--- config.mk ---
export PLATFORM = sky130hd
export DESIGN_NAME = ysyx_23060136_ifu_bht
export DESIGN_NICKNAME = d
export VERILOG_FILES = /design/src/rtl/ysyx_23060136_ifu_bht.sv
export SDC_FILE = /design/constraint.sdc
export NUM_CORES = 2
export LEC_CHECK = 0
export CORE_AREA = 2 2 255 446
export CTS_CLUSTER_DIAMETER = 30
export DETAILED_ROUTE_END_ITERATION = 8
export DIE_AREA = 0 0 257 448
export SYNTH_ARGS = -nofsm -noshare
export SYNTH_HDL_FRONTEND = slang
export SYNTH_SLANG_ARGS = --single-unit
--- constraint.sdc ---
create_clock -name clk -period 10.6 [get_ports clk]
set_input_delay 2.12 -clock clk [delete_from_list [all_inputs] [get_ports clk]]
set_output_delay 2.12 -clock clk [all_outputs]
set_load 0.02 [all_outputs]
--- src/rtl/ysyx_23060136_ifu_bht.sv ---
// Branch history table for the fetch stage.
//
// Direct-mapped table of 2^BHT_IDX_W entries. Each entry holds a valid bit, a
// tag, a taken target and a 2-bit saturating counter. The fetch PC is looked
// up combinationally. Resolved branches from EXU2 train the table on the
// following clock edge.
//
// Ports:
//   clk, rst          clock and asynchronous active-low reset
//   IFU_pc            fetch PC to predict
//   IFU_Btype         fetched instruction is a conditional branch
//   IFU_pre_take      predicted taken
//   IFU_pre_target    predicted target on a hit, zero otherwise
//   FORWARD_stallEX2  EXU2 stalled; training is held off
//   BHT_pc            PC of the resolved branch
//   BHT_pre_true      resolved branch, prediction was correct
//   BHT_pre_false     resolved branch, prediction was wrong
//   BHT_taken         actual outcome of the resolved branch
//   BHT_target        actual taken target
//   BHT_flush         invalidate all entries (fence.i)
module ysyx_23060136_ifu_bht #(
  parameter int BHT_IDX_W = 4,
  parameter int BITS_W    = 32
) (
  input  logic              clk,
  input  logic              rst,
  input  logic [BITS_W-1:0] IFU_pc,
  input  logic              IFU_Btype,
  output logic              IFU_pre_take,
  output logic [BITS_W-1:0] IFU_pre_target,
  input  logic              FORWARD_stallEX2,
  input  logic [BITS_W-1:0] BHT_pc,
  input  logic              BHT_pre_true,
  input  logic              BHT_pre_false,
  input  logic              BHT_taken,
  input  logic [BITS_W-1:0] BHT_target,
  input  logic              BHT_flush
);

  localparam int Entries = 1 << BHT_IDX_W;
  localparam int TAG_W   = BITS_W - BHT_IDX_W - 2;

  logic [Entries-1:0] valid_q;
  logic [TAG_W-1:0]   tag_q    [Entries];
  logic [BITS_W-1:0]  target_q [Entries];
  logic [1:0]         ctr_q    [Entries];

  // Lookup side
  logic [BHT_IDX_W-1:0] lk_idx;
  logic [TAG_W-1:0]     lk_tag;
  logic                 lk_hit;

  assign lk_idx = IFU_pc[BHT_IDX_W+1:2];
  assign lk_tag = IFU_pc[BITS_W-1:BHT_IDX_W+2];
  assign lk_hit = valid_q[lk_idx] && (tag_q[lk_idx] == lk_tag);

  assign IFU_pre_take   = IFU_Btype && lk_hit && ctr_q[lk_idx][1];
  assign IFU_pre_target = lk_hit ? target_q[lk_idx] : '0;

  // Update side
  logic [BHT_IDX_W-1:0] up_idx;
  logic [TAG_W-1:0]     up_tag;
  logic                 up_hit;
  logic                 upd;

  assign up_idx = BHT_pc[BHT_IDX_W+1:2];
  assign up_tag = BHT_pc[BITS_W-1:BHT_IDX_W+2];
  assign up_hit = valid_q[up_idx] && (tag_q[up_idx] == up_tag);
  // Both qualifiers high still yields a single write.
  assign upd    = (BHT_pre_true || BHT_pre_false) && !FORWARD_stallEX2;

  // Instruction-aligned PCs never use the two low bits.
  logic unused_pc_lsb;
  assign unused_pc_lsb = ^{IFU_pc[1:0], BHT_pc[1:0]};

  always_ff @(posedge clk or negedge rst) begin
    if (!rst) begin
      for (int i = 0; i < Entries; i++) begin
        valid_q[i]  <= 1'b0;
        tag_q[i]    <= '0;
        target_q[i] <= '0;
        ctr_q[i]    <= 2'b01;
      end
    end else if (BHT_flush) begin
      // Flush takes priority over any training in the same cycle.
      for (int i = 0; i < Entries; i++) begin
        valid_q[i] <= 1'b0;
        ctr_q[i]   <= 2'b01;
      end
    end else if (upd) begin
      if (up_hit) begin
        if (BHT_taken) begin
          if (ctr_q[up_idx] != 2'b11) ctr_q[up_idx] <= ctr_q[up_idx] + 2'd1;
          target_q[up_idx] <= BHT_target;
        end else begin
          if (ctr_q[up_idx] != 2'b00) ctr_q[up_idx] <= ctr_q[up_idx] - 2'd1;
        end
      end else if (BHT_taken) begin
        // Allocate weakly taken, evicting whatever occupied the slot.
        valid_q[up_idx]  <= 1'b1;
        tag_q[up_idx]    <= up_tag;
        target_q[up_idx] <= BHT_target;
        ctr_q[up_idx]    <= 2'b10;
      end
    end
  end

endmodule

==> impl_metrics.tcl <==
set metrics [dict create \
    avgSynthCellArea_sq_um 16.2 \
    final-hold-violation-count 0 \
    power.density_nw_per_um2 194 \
    tritoncts "yes" \
    synth_cells 3087 \
    critPathKind "in -> out" \
    cts_resized 0 \
    die_area_sq_um 115000 \
    p_switching_mw 2.74 \
    dr.pass1.iters 5 \
    ant_nets 0 \
    vias_per_cell 6.06 \
    whs_ps 501 \
    grt_pass1_wl_microns 213000 \
    drv_cap 0 \
    cts.hold.buffers_added 0 \
    p_int_mw 8.48 \
    met3_length_microns 6160 \
    wire_per_inst_microns 29.4 \
    worstSetupEndpointType "output port" \
    drive_gt1_frac 0.514 \
    track_usage 0.248 \
    drv_slew 0 \
    yosys_most_used_dff "dfrtp_1" \
    hold_depth 1 \
    cts_num_sinks 976 \
    wl_met2_microns 71900 \
    initial_core_util 0.449 \
    yosysWarnings 0 \
    crit_fanout 63 \
    fin_setup_tns_ps 0 \
    cts_buffer_depth 3 \
    finClkSkew_ps 26.0 \
    r2r_cells 9 \
    cts_max_level 4 \
    highest_layer "met5" \
    nNetsFinal 3240 \
    syn_nets 3193 \
    cts_buffers 158 \
    multi_input_area_sq_um 23900 \
    layout_common_cells "960 x dfrtp_1, 599 x mux2_2, 399 x mux4_2" \
    drt-initial-drc-count 2030 \
    ys_seq_area_frac 0.489 \
    num-fill-cells 8983 \
    grt_setup_unrepaired "no" \
    grt_pass1_vias 32700 \
    max_freq_ghz 0.113 \
    layout_commonest_cell "dfrtp_1" \
    synth_seq_cells 976 \
    post-route-min-period_ps 8830 \
    arrival_ps 6710 \
    clock_latency_ps 770 \
    drcViolationCount 0 \
    power.leakage_nw 25.5 \
    setup_viol 0 \
    pwr-share-comb 0.120 \
    io_buffers 132 \
    m1WireLength_microns 55100 \
    num_rows 162 \
    final.period_utilization 0.833 \
    post-place-cells 4450 \
    critPathLaunchType "input port" \
    outcome "finished clean" \
    clockPowerShare 0.488 \
    hp-class "reg -> reg" \
    globalRouteOverflowTotal 0 \
    synth_edf_count 0 \
    async_flop_share 1.00 \
    vias 28700 \
    syn2layout_area_growth_pct 15.9 \
    slew_headroom 0.240 \
    regArea_sq_um 24400 \
    clk_pin_slew_worst_paths_ps 50 \
    dp_hpwl_microns 80300 \
    seqPwrFrac 0.392 \
    netlist-cell-type-count 58 \
    die_h_microns 448 \
    core-area_sq_um 111000 \
    routed_wl_microns 139000 \
    netlist_area_sq_um 50000 \
    required_ps 8480 \
    gp_congestion 0.843 \
    peakVddDrop_mv 0.150 \
    swShare 0.244 \
    ioPinCount 137 \
    fin_area_sq_um 57900 \
    cts-root-buf "clkbuf_16" \
    grt_max_degree 177 \
    antenna_found_initial 11 \
    placed_area_sq_um 52200 \
    die_width_microns 257 \
    worstMarginPinSlew_ps 1130 \
    post_cts_buffers 0 \
    final_cells 4744 \
]
==> layer usage <==
layer	GRT usage	vias to the layer above
li1	-	11800
met4	0.107	14
met5	0	-
met2	0.433	820
met1	0.302	15800
met3	0.0461	323
==> cells in the mapped netlist, types with 16 or more instances <==
master    instances  share of area
a211oi_1         18         0.0027
a221o_1          17         0.0034
a31oi_1          18         0.0023
buf_1            67         0.0050
buf_2            21         0.0021
buf_6            49          0.011
clkbuf_1        153          0.011
dfrtp_1         960           0.48
dfstp_2          16         0.0084
inv_1            23         0.0017
mux2_1           50          0.011
mux2_2          599           0.14
mux2_4          280          0.084
mux2i_1          71          0.014
mux4_2          399           0.18
nand2_1          28         0.0021
nor2_1           63         0.0047
nor2b_1          38         0.0048
o21ai_0          21         0.0021
xnor2_1          41         0.0072
xor2_1           19         0.0033
==> state kept, by name, summed over array words and instances, names as in the netlist <==
register  cells
valid_q      16
target_q    512
ctr_q        32
tag_q       416
==> critical path, cell delays in order <==
cell and delay, ps:
buf_8 590, buf_4 400, mux4_2 550, mux4_2 490
xor2_1 170, nor4_1 650, nand4_1 400, buf_4 410
nor2b_1 220, clkdlybuf4s50_1 630
==> stage by stage <==
stage               utilization  setup WS [ps]  power [mW]
finish                    0.520           1770        11.2
detailed placement        0.469           1620        5.81
CTS                       0.520           1610        11.3
floorplan                     -           2930        5.34
global placement          0.469           1680        5.71
global route              0.520           1530        11.6
==> cells by family (layout without fill, tap and decap cells) <==
group / after synthesis / in the layout / share of synthesized area
other: 0 / 2 / 0
adder cells (fa/ha/maj): 2 / 2 / 0.000501
multiplexers: 1403 / 1403 / 0.427
AO/OA/AOI/OAI: 124 / 124 / 0.0184
buffers and inverters: 324 / 503 / 0.0336
AND/OR/NAND/NOR: 198 / 198 / 0.0209
XOR/XNOR: 60 / 60 / 0.0105
flip-flops: 976 / 976 / 0.489
==> path summary, 6_finish.rpt <==
kind	startpoint	to	slack (ps)
max	IFU_pc[2]	IFU_pre_target[19]	1770
min	target_q[304]$_DFFE_PN0P_	target_q[304]$_DFFE_PN0P_	500
max reg2reg	tag_q[357]$_DFFE_PN0P_	tag_q[33]$_DFFE_PN0P_	6040
min reg2reg	target_q[304]$_DFFE_PN0P_	target_q[304]$_DFFE_PN0P_	500
max in group asynchronous	rst	tag_q[243]$_DFFE_PN0P_	6950
min in group asynchronous	rst	target_q[272]$_DFFE_PN0P_	1380
==> layout make-up <==
cell class,count,area share
diodes,2,0.0000865
clock buffers,202,0.0783
clock inverters,90,0.0205
inverters,23,0.00149
multi-input cells,1787,0.414
flip-flops and latches,976,0.422
well taps,1476,0.0319
repair buffers,188,0.0317
==> power groups by stage <==
stage | Clock (mW) | Combinational, mW | Sequential (mW)
after floorplan | 0 | 0.995 | 4.35
final | 5.48 | 1.34 | 4.39
after global routing | 5.75 | 1.44 | 4.44
after detailed placement | 0 | 1.36 | 4.45
after CTS | 5.58 | 1.37 | 4.39
after global placement | 0 | 1.32 | 4.40
Power figures use the tool's default switching activity.
